**src/rtl/rr_arb_mux_pkg.sv**
```systemverilog
// Shared constants for the round-robin arbitrated register mux: output-register
// state encodings, legal channel-count bounds and the pointer-width helper.
package rr_arb_mux_pkg;

    typedef enum logic {
        EMPTY = 1'b0,
        FULL  = 1'b1
    } arb_state_t;

    localparam int NUM_MIN = 2;
    localparam int NUM_MAX = 16;

    // Pointer must be at least one bit wide even for the two-channel case.
    function automatic int ptrWidth(input int n);
        return (n <= 2) ? 1 : $clog2(n);
    endfunction

endpackage

```
**src/rtl/rr_arb_mux_arbiter.sv**
```systemverilog
// Combinational rotating-priority arbiter: the lowest requesting index at or
// above ptr (wrapping modulo NUM) receives a one-hot grant.
module rr_arbiter
    import rr_arb_mux_pkg::*;
#(
    parameter int NUM = 4,
    localparam int PW = ptrWidth(NUM)
) (
    input  logic [NUM-1:0] req,
    input  logic [PW-1:0]  ptr,
    output logic [NUM-1:0] grant
);

    logic [2*NUM-1:0] w_reqDouble;
    logic [NUM-1:0]   w_reqRot;
    logic [NUM-1:0]   w_pickRot;
    logic [2*NUM-1:0] w_grantDouble;

    // Rotate requests so ptr lands on bit 0, isolate the lowest set bit, then
    // rotate the one-hot result back into channel order.
    assign w_reqDouble   = {req, req} >> ptr;
    assign w_reqRot      = w_reqDouble[NUM-1:0];
    assign w_pickRot     = w_reqRot & (-w_reqRot);
    assign w_grantDouble = {{NUM{1'b0}}, w_pickRot} << ptr;
    assign grant         = w_grantDouble[NUM-1:0] | w_grantDouble[2*NUM-1:NUM];

endmodule

```
**src/rtl/rr_arb_mux.sv**
```systemverilog
// Round-robin arbitrated N:1 mux into a single output register with full
// throughput. Define RR_ARB_MUX_FIXED_PRIO_EN for fixed lowest-index priority.
module rr_arb_mux
    import rr_arb_mux_pkg::*;
#(
    parameter int WIDTH = 32,
    parameter int NUM   = 4
) (
    input  logic                 clk,
    input  logic                 rst,
    input  logic [NUM-1:0]       in_valid,
    input  logic [NUM*WIDTH-1:0] in_data,
    output logic [NUM-1:0]       in_ready,
    output logic                 out_valid,
    input  logic                 out_ready,
    output logic [WIDTH-1:0]     out_data,
    output logic [NUM-1:0]       out_sel
);

    localparam int PW = ptrWidth(NUM);

    arb_state_t       r_state;
    logic [WIDTH-1:0] r_data;
    logic [NUM-1:0]   r_sel;

    logic [NUM-1:0]   w_grant;
    logic [PW-1:0]    w_ptr;
    logic             w_load;
    logic             w_hs;
    logic [WIDTH-1:0] w_selData;

`ifdef RR_ARB_MUX_FIXED_PRIO_EN
    assign w_ptr = '0;
`else
    logic [PW-1:0] r_ptr;
    logic [PW-1:0] w_ptrNext;

    // Next pointer is one past the granted channel, wrapping at NUM-1.
    always_comb begin
        w_ptrNext = '0;
        for (int i = 0; i < NUM; i++) begin
            if (w_grant[i]) begin
                w_ptrNext = (i == NUM - 1) ? '0 : PW'(i + 1);
            end
        end
    end

    always_ff @(posedge clk) begin
        if (rst) begin
            r_ptr <= '0;
        end else if (w_hs) begin
            r_ptr <= w_ptrNext;
        end
    end

    assign w_ptr = r_ptr;
`endif

    rr_arbiter #(
        .NUM (NUM)
    ) u_arbiter (
        .req   (in_valid),
        .ptr   (w_ptr),
        .grant (w_grant)
    );

    // The register accepts a new beat when empty or draining this cycle.
    assign w_load   = (r_state == EMPTY) || out_ready;
    assign in_ready = (w_load && !rst) ? w_grant : '0;
    assign w_hs     = |in_ready;

    always_comb begin
        w_selData = '0;
        for (int i = 0; i < NUM; i++) begin
            w_selData = w_selData | (in_data[i*WIDTH +: WIDTH] & {WIDTH{w_grant[i]}});
        end
    end

    always_ff @(posedge clk) begin
        if (rst) begin
            r_state <= EMPTY;
            r_data  <= '0;
            r_sel   <= '0;
        end else begin
            case (r_state)
                EMPTY: begin
                    if (w_hs) begin
                        r_state <= FULL;
                        r_data  <= w_selData;
                        r_sel   <= w_grant;
                    end
                end
                FULL: begin
                    if (w_hs) begin
                        r_data <= w_selData;
                        r_sel  <= w_grant;
                    end else if (out_ready) begin
                        r_state <= EMPTY;
                    end
                end
            endcase
        end
    end

    assign out_valid = (r_state == FULL);
    assign out_data  = r_data;
    assign out_sel   = r_sel;

endmodule

```
**config.mk**
```make
export PLATFORM = sky130hd
export DESIGN_NAME = rr_arb_mux
export DESIGN_NICKNAME = d
export VERILOG_FILES = /design/src/rtl/rr_arb_mux_pkg.sv /design/src/rtl/rr_arb_mux_arbiter.sv /design/src/rtl/rr_arb_mux.sv
export SDC_FILE = /design/constraint.sdc
export NUM_CORES = 1
export LEC_CHECK = 0
export CAP_MARGIN = 15
export CELL_PAD_IN_SITES_DETAIL_PLACEMENT = 1
export CELL_PAD_IN_SITES_GLOBAL_PLACEMENT = 2
export CORE_ASPECT_RATIO = 0.5
export CORE_UTILIZATION = 20
export CTS_CLUSTER_DIAMETER = 80
export DETAILED_ROUTE_END_ITERATION = 7
export GPL_TIMING_DRIVEN = 0
export PLACE_DENSITY_LB_ADDON = 0.05
export SLEW_MARGIN = 25
export SYNTH_ARGS = -nofsm -noshare
export SYNTH_HDL_FRONTEND = slang
export SYNTH_SLANG_ARGS = --single-unit
```
**constraint.sdc**
```tcl
create_clock -name clk -period 1.8 [get_ports clk]
set_clock_uncertainty 0.1 [all_clocks]
set_input_delay 0.27 -clock clk [delete_from_list [all_inputs] [get_ports clk]]
set_output_delay 0.27 -clock clk [all_outputs]
set_load 0.01 [all_outputs]
```
==> metrics.yaml, run 1 <==
status:
  status: "finished with violations"
  violations: "setup timing"
cts:
  cts_buffers: 5
  cts_tree: "yes"
  clock_sinks: 39
  clockBufferDepth: 2
  ctsRootBufferMaster: "clkbuf_16"
  hold_buffers: 0
  cts_max_level: 2
  worstSkewPairLatency_ps: 280
  path_clk_slew_ps: 60
yosys:
  async_reset_ff_share_pct: 0
  synth_common_cells: "nand2_1, dfxtp_1, a211oi_1"
  synth_top_area_share_pct: 25.1
  synth_area_um2: 3110
  yosys_most_used_dff: "dfxtp_1"
  synth_nets: 527
  synthCells: 392
  synth_edf_count: 0
  ys_seq_area_share_pct: 25.1
  synth_most_common_cell: "nand2_1"
  synthTopCellsByArea: "dfxtp_1, a211oi_2, a211oi_1, nand2_1, o211ai_1"
  yosys_register_bits: 39
  synth_warnings: 0
  synth_area_per_cell_um2: 7.94
  yosys.area.top_type: "dfxtp_1"
  synth.distinct_cells: 37
cells_and_area:
  design_area_um2: 5640
  drive_above_1_share_pct: 22.6
  utilization_pct: 38.1
  final_cell_count_no_fill: 790
  area.growth.synth_to_final_pct: 81.1
  antennaDiodeCount: 0
  nNetsFinal: 726
pwr:
  power_mw: 3.30
  ir_drop_v: 0.000309
  p_int_mw: 2.20
  switchingPower_mw: 1.10
  clkPwrFrac_pct: 27.0
  power.leakage_nw: 2.17
  pwr-share-comb_pct: 43.1
  pwr-share-seq_pct: 29.9
  power.density_nw_per_um2: 586
  swShare_pct: 33.3
floorplan:
  num_rows: 31
  initial_core_util_pct: 21.0
  die_area_um2: 16100
  die_x_um: 178
  pin_count: 176
  dieHeight_um: 90.2
  coreArea_um2: 14800
placement:
  place_ws_ps: -1140
  postPlaceCellArea_um2: 5100
  dp_hpwl_mm: 11.1
  dp.cells: 764
  gp_congestion: 0.756
  io_buffers: 174
critical_path:
  crit_path_cell_trace: "buf_6, a21o_4, buf_6, nand2_2, nand4b_1, inv_1, buf_2"
  crit_arrival_ps: 1450
  worstSetupEndpointType: "output pin"
  cpPeakStageDelay_ps: 330
  cp_slowest_cell: "dfxtp_2"
  startpoint_type: "register"
  crit_fanout: 4
  crit_top_cell: "buf_6"
  crit_type: "reg -> out"
  cp.required_ps: 1430
drt:
  drc: 0
  wl_mm: 15.0
  ant_nets: 0
  via_per_inst: 4.78
  initialDrtViolationCount: 154
  drt_pass1_iterations: 4
  via_count: 3779
  wl_per_cell_um: 19.0
timing:
  rsz0062_at_grt: "true"
  relSlewSlack_pct: 60.2
  hold_viol: 0
  finalCritPeriodShare_pct: 101
  setup_viol: 1
  layout_setup_ws_ps: -17.4
  setup_tns_ps: -17.4
  whs_ps: 243
  period_needed_ps: 1820
  maxSlewViolCount: 0
  worst_pin_slew_ps: 597
  max_freq_mhz: 550
grt:
  grt_antenna_before_repair: 0
  grt_max_degree: 12
  overflow: 0
  grt_pass1_wl_mm: 23.3
  gr-usage-all-layers_pct: 18.9
  grt_pass1_vias: 4026
run:
  maxCapViolCount: 0
hold_path:
  hp-class: "in -> reg"
[cell usage in the layout (no fill, tap or decap), types with 18 or more instances in the layout]
master,count
clkdlybuf4s50_1,165
nand2_1,67
dfxtp_1,37
o211ai_1,33
a211oi_1,32
o21bai_1,32
a31oi_1,32
and3_1,29
a211oi_2,29
buf_2,18
buf_4,18
[critical path: cells and delay by family (launching register included)]
kind                   cells  cell delay, ps
AOI/OAI and AO/OA          1             200
buffers and inverters      4             440
DFF                        1             330
and+or+nand+nor            2             190
[state kept, by name (all words and copies together), names as in the netlist]
signal     flops
out_data      32
out_sel        4
r_ptr          2
out_valid      1
[power groups by stage]
stage / clock, mW / combinational (mW) / sequential (mW)
floorplan: 0 / 0.577 / 1.03
global placement: 0 / 1.27 / 1.00
detailed placement: 0 / 1.27 / 1.00
CTS: 0.925 / 1.39 / 0.989
global route: 0.964 / 1.54 / 0.998
finish: 0.891 / 1.42 / 0.989
[final cells by class]
cell class	count	area, um2
well taps	198	248
multi-input cells	297	2180
flip-flops and latches	39	786
inverters	5	23.8
clock inverters	1	5.00
repair buffers	196	1890
plain buffers	47	368
fillers	1711	9180
clock buffers	7	133
[cell families (layout without fill, tap and decap cells)]
kind of cell	Yosys count	in the layout	share of synthesized area, %
buffers and inverters	56	256	10.1
AO/OA/AOI/OAI	179	179	46.6
AND/OR/NAND/NOR	118	118	18.2
flip-flops	39	39	25.1
[what timing repair did]
item | in CTS | in global routing
pin swaps | 11 | 15
resized for setup | 79 | 44
setup endpoints to repair | 42 | 29
setup buffers | 18 | 1
gates cloned | 2 | 1
[per-layer routing]
layer / vias up / wire length (um) / track usage [%] / part of all wire [%]
li1: 1897 / - / - / -
met1: 1777 / 7710 / 27.9 / 51
met2: 101 / 6530 / 28.8 / 43
met3: 4 / 739 / 3.13 / 4.9
met4: 0 / 70 / 2.75 / 0.47
met5: - / 0 / 0 / 0
[path summary, 6_finish.rpt]
kind	start	endpoint	slack [ps]	cells after the start
setup / recovery	r_ptr[1]$_SDFFE_PP0P_	in_ready[1]	-20	7
hold / removal	in_valid[1]	out_valid$_SDFF_PP0_	240	3
setup reg to reg	r_ptr[1]$_SDFFE_PP0P_	out_data[11]$_SDFFE_PP0P_	20	7
hold reg to reg	out_sel[2]$_SDFFE_PP0P_	out_sel[2]$_SDFFE_PP0P_	350	2
No activity file was read; power rests on OpenSTA's default activity.
==> run 2: changes to the inputs <==
RECOVER_POWER = 100   (was not set)
SLEW_MARGIN = 30   (was 25)
==> run 2 against run 1 <==
Compared with the run above: the flow still finishes with violations (setup timing); cell count unchanged; fmax about the same; largest power group unchanged; sequential share of layout area unchanged; combinational power about the same.
==> metrics.yaml, run 2 (synthesis results as in run 1) <==
cells_and_area:
  drive_above_1_share_pct: 22.6  # unchanged
  design_area_um2: 5640  # unchanged
  largest_register_ffs: 32  # unchanged
  nNetsFinal: 726  # unchanged
  utilization_pct: 38.1  # unchanged
  area.growth.synth_to_final_pct: 81.1  # unchanged
  antennaDiodeCount: 0  # unchanged
  multi_input_area_um2: 2180  # unchanged
  final_cell_mix: "clkdlybuf4s50_1, nand2_1, dfxtp_1"
  fill_cells: 1711  # unchanged
  regArea_um2: 786  # unchanged
  mostFrequentLayoutCell: "clkdlybuf4s50_1"
placement:
  dp_hpwl_mm: 11.1  # unchanged
  postPlaceCellArea_um2: 5100  # unchanged
  io_buffers: 174  # unchanged
  gp_congestion: 0.756  # unchanged
drt:
  route.met2.wl_mm: 6.55  # +0.35%
  via_per_inst: 4.78  # about the same
  met3WireLength_um: 767  # +3.8%
  wirelength_met1_mm: 7.69  # -0.22%
  wl_per_cell_um: 19.1  # +0.22%
  top_layer_used: "met4"
  wl_mm: 15.1  # +0.22%
  ant_nets: 0  # unchanged
  initialDrtViolationCount: 154  # unchanged
  drt_pass1_iterations: 5  # +1
  drc: 0  # unchanged
  via_count: 3777  # -0.053%
hold_path:
  holdPathEnd: "out_valid$_SDFF_PP0_"
  holdPathStages: 3  # unchanged
  hp-class: "in -> reg"
  min_from: "in_valid[1]"
status:
  violations: "setup timing"
  status: "finished with violations"
timing:
  max_freq_mhz: 550  # about the same
  setup_viol: 1  # unchanged
  layout_setup_ws_ps: -17.3  # +0.111 ps
  worst_pin_slew_ps: 589  # -7.89 ps
  finalCritPeriodShare_pct: 101  # about the same
  relSlewSlack_pct: 60.8  # +0.53 points
  rsz0062_at_grt: "true"
  hold_viol: 0  # unchanged
  maxSlewViolCount: 0  # unchanged
  period_needed_ps: 1820  # -0.111 ps
cts:
  clockBufferDepth: 2  # unchanged
  worstSkewPairLatency_ps: 280  # about the same
  cts_tree: "yes"
  cts_buffers: 5  # unchanged
  clock_sinks: 39  # unchanged
  cts_max_level: 2  # unchanged
  hold_buffers: 0  # unchanged
  path_clk_slew_ps: 60  # about the same
  ctsRootBufferMaster: "clkbuf_16"
critical_path:
  r2r_setup_slack_ps: 30  # about the same
  cpPeakStageDelay_ps: 330  # about the same
  startpoint_type: "register"
  critPathTopFamily: "buffers and inverters"
  crit_top_cell: "buf_6"
  crit_start: "r_ptr[1]$_SDFFE_PP0P_"
  r2r_end: "out_data[11]$_SDFFE_PP0P_"
  reg2reg_depth: 7  # unchanged
  worstSetupEndpointType: "output pin"
  cp.required_ps: 1430  # about the same
  crit_type: "reg -> out"
  crit_path_cell_trace: "buf_6, a21o_4, buf_6, nand2_2, nand4b_1, inv_1, buf_2"
  worstReg2RegStart: "r_ptr[1]$_SDFFE_PP0P_"
  crit_arrival_ps: 1450  # about the same
  path_buf_inv: 4  # unchanged
  cp_slowest_cell: "dfxtp_2"
  crit_fanout: 4  # unchanged
grt:
  gr-usage-all-layers_pct: 18.9  # unchanged
  grt_antenna_before_repair: 0  # unchanged
  grt_pass1_wl_mm: 23.3  # unchanged
  overflow: 0  # unchanged
  grt_pass1_vias: 4026  # unchanged
  grt_max_degree: 12  # unchanged
pwr:
  swShare_pct: 33.2  # -0.071 points
  clkPwrFrac_pct: 26.9  # about the same
  ir_drop_v: 0.000309  # about the same
  p_int_mw: 2.20  # about the same
  pwr-share-seq_pct: 30.0  # about the same
  switchingPower_mw: 1.10  # -0.32%
  power.leakage_nw: 2.17  # unchanged
  pwr-share-comb_pct: 43.1  # about the same
  power.density_nw_per_um2: 585  # -0.11%
floorplan:
  die_x_um: 178  # unchanged
  coreArea_um2: 14800  # unchanged
  die_area_um2: 16100  # unchanged
  pin_count: 176  # unchanged
  initial_core_util_pct: 21.0  # unchanged
  num_rows: 31  # unchanged
  dieHeight_um: 90.2  # unchanged
run:
  maxCapViolCount: 0  # unchanged
-- run 2: worst max-delay path by stage --
stage,end,slack (ps),cells past startpoint
floorplan,in_ready[3],220,6
global placement,in_ready[3],-1130,7
detailed placement,in_ready[3],-1140,7
CTS,in_ready[1],-50,7
global route,in_ready[1],-90,7
finish,in_ready[1],-20,7
-- run 2: cell type report --
class / count / area share [%]
plain buffers: 47 / 6.52
clock buffers: 7 / 2.35
clock inverters: 1 / 0.0888
inverters: 5 / 0.422
multi-input cells: 297 / 38.7
flip-flops and latches: 39 / 13.9
well taps: 198 / 4.39
repair buffers: 196 / 33.6
-- run 2: stage by stage --
step,setup TNS (ps),instances,setup slack (ps),hold slack (ps),total power [mW]
after floorplan,0,392,218,321,1.61
after global placement,-25110,764,-1130,347,2.27
after detailed placement,-25120,764,-1140,350,2.27
after CTS,-143,790,-48.7,306,3.30
after global routing,-286,790,-93.8,269,3.50
final,-17.3,790,-17.3,243,3.30
-- run 2: worst min-delay path, delay by kind of cell --
| kind | cells | cell delay (ps) |
|---|---|---|
| AOI/OAI and AO/OA | 1 | 130 |
| buffers and inverters | 1 | 120 |
| and+or+nand+nor | 1 | 70 |
-- run 2: layer usage --
layer | global-route usage [%] | vias up
met5 | 0 | -
met4 | 2.75 | 0
met3 | 3.13 | 4
met2 | 28.8 | 103
met1 | 27.9 | 1774
li1 | - | 1896
-- run 2: timing repair --
action,4_1_cts,5_1_grt
gates cloned,2,1
endpoints found under the setup margin,42,29
setup buffers,18,1
resized for setup,79,44
pin swaps,11,15
-- run 2: power by group through the flow --
stage	Sequential (mW)	Clock [mW]	Combinational (mW)
final	0.989	0.887	1.42
after global routing	0.998	0.964	1.54
after CTS	0.989	0.925	1.39
after detailed placement	1.00	0	1.27
after global placement	1.00	0	1.27
after floorplan	1.03	0	0.577
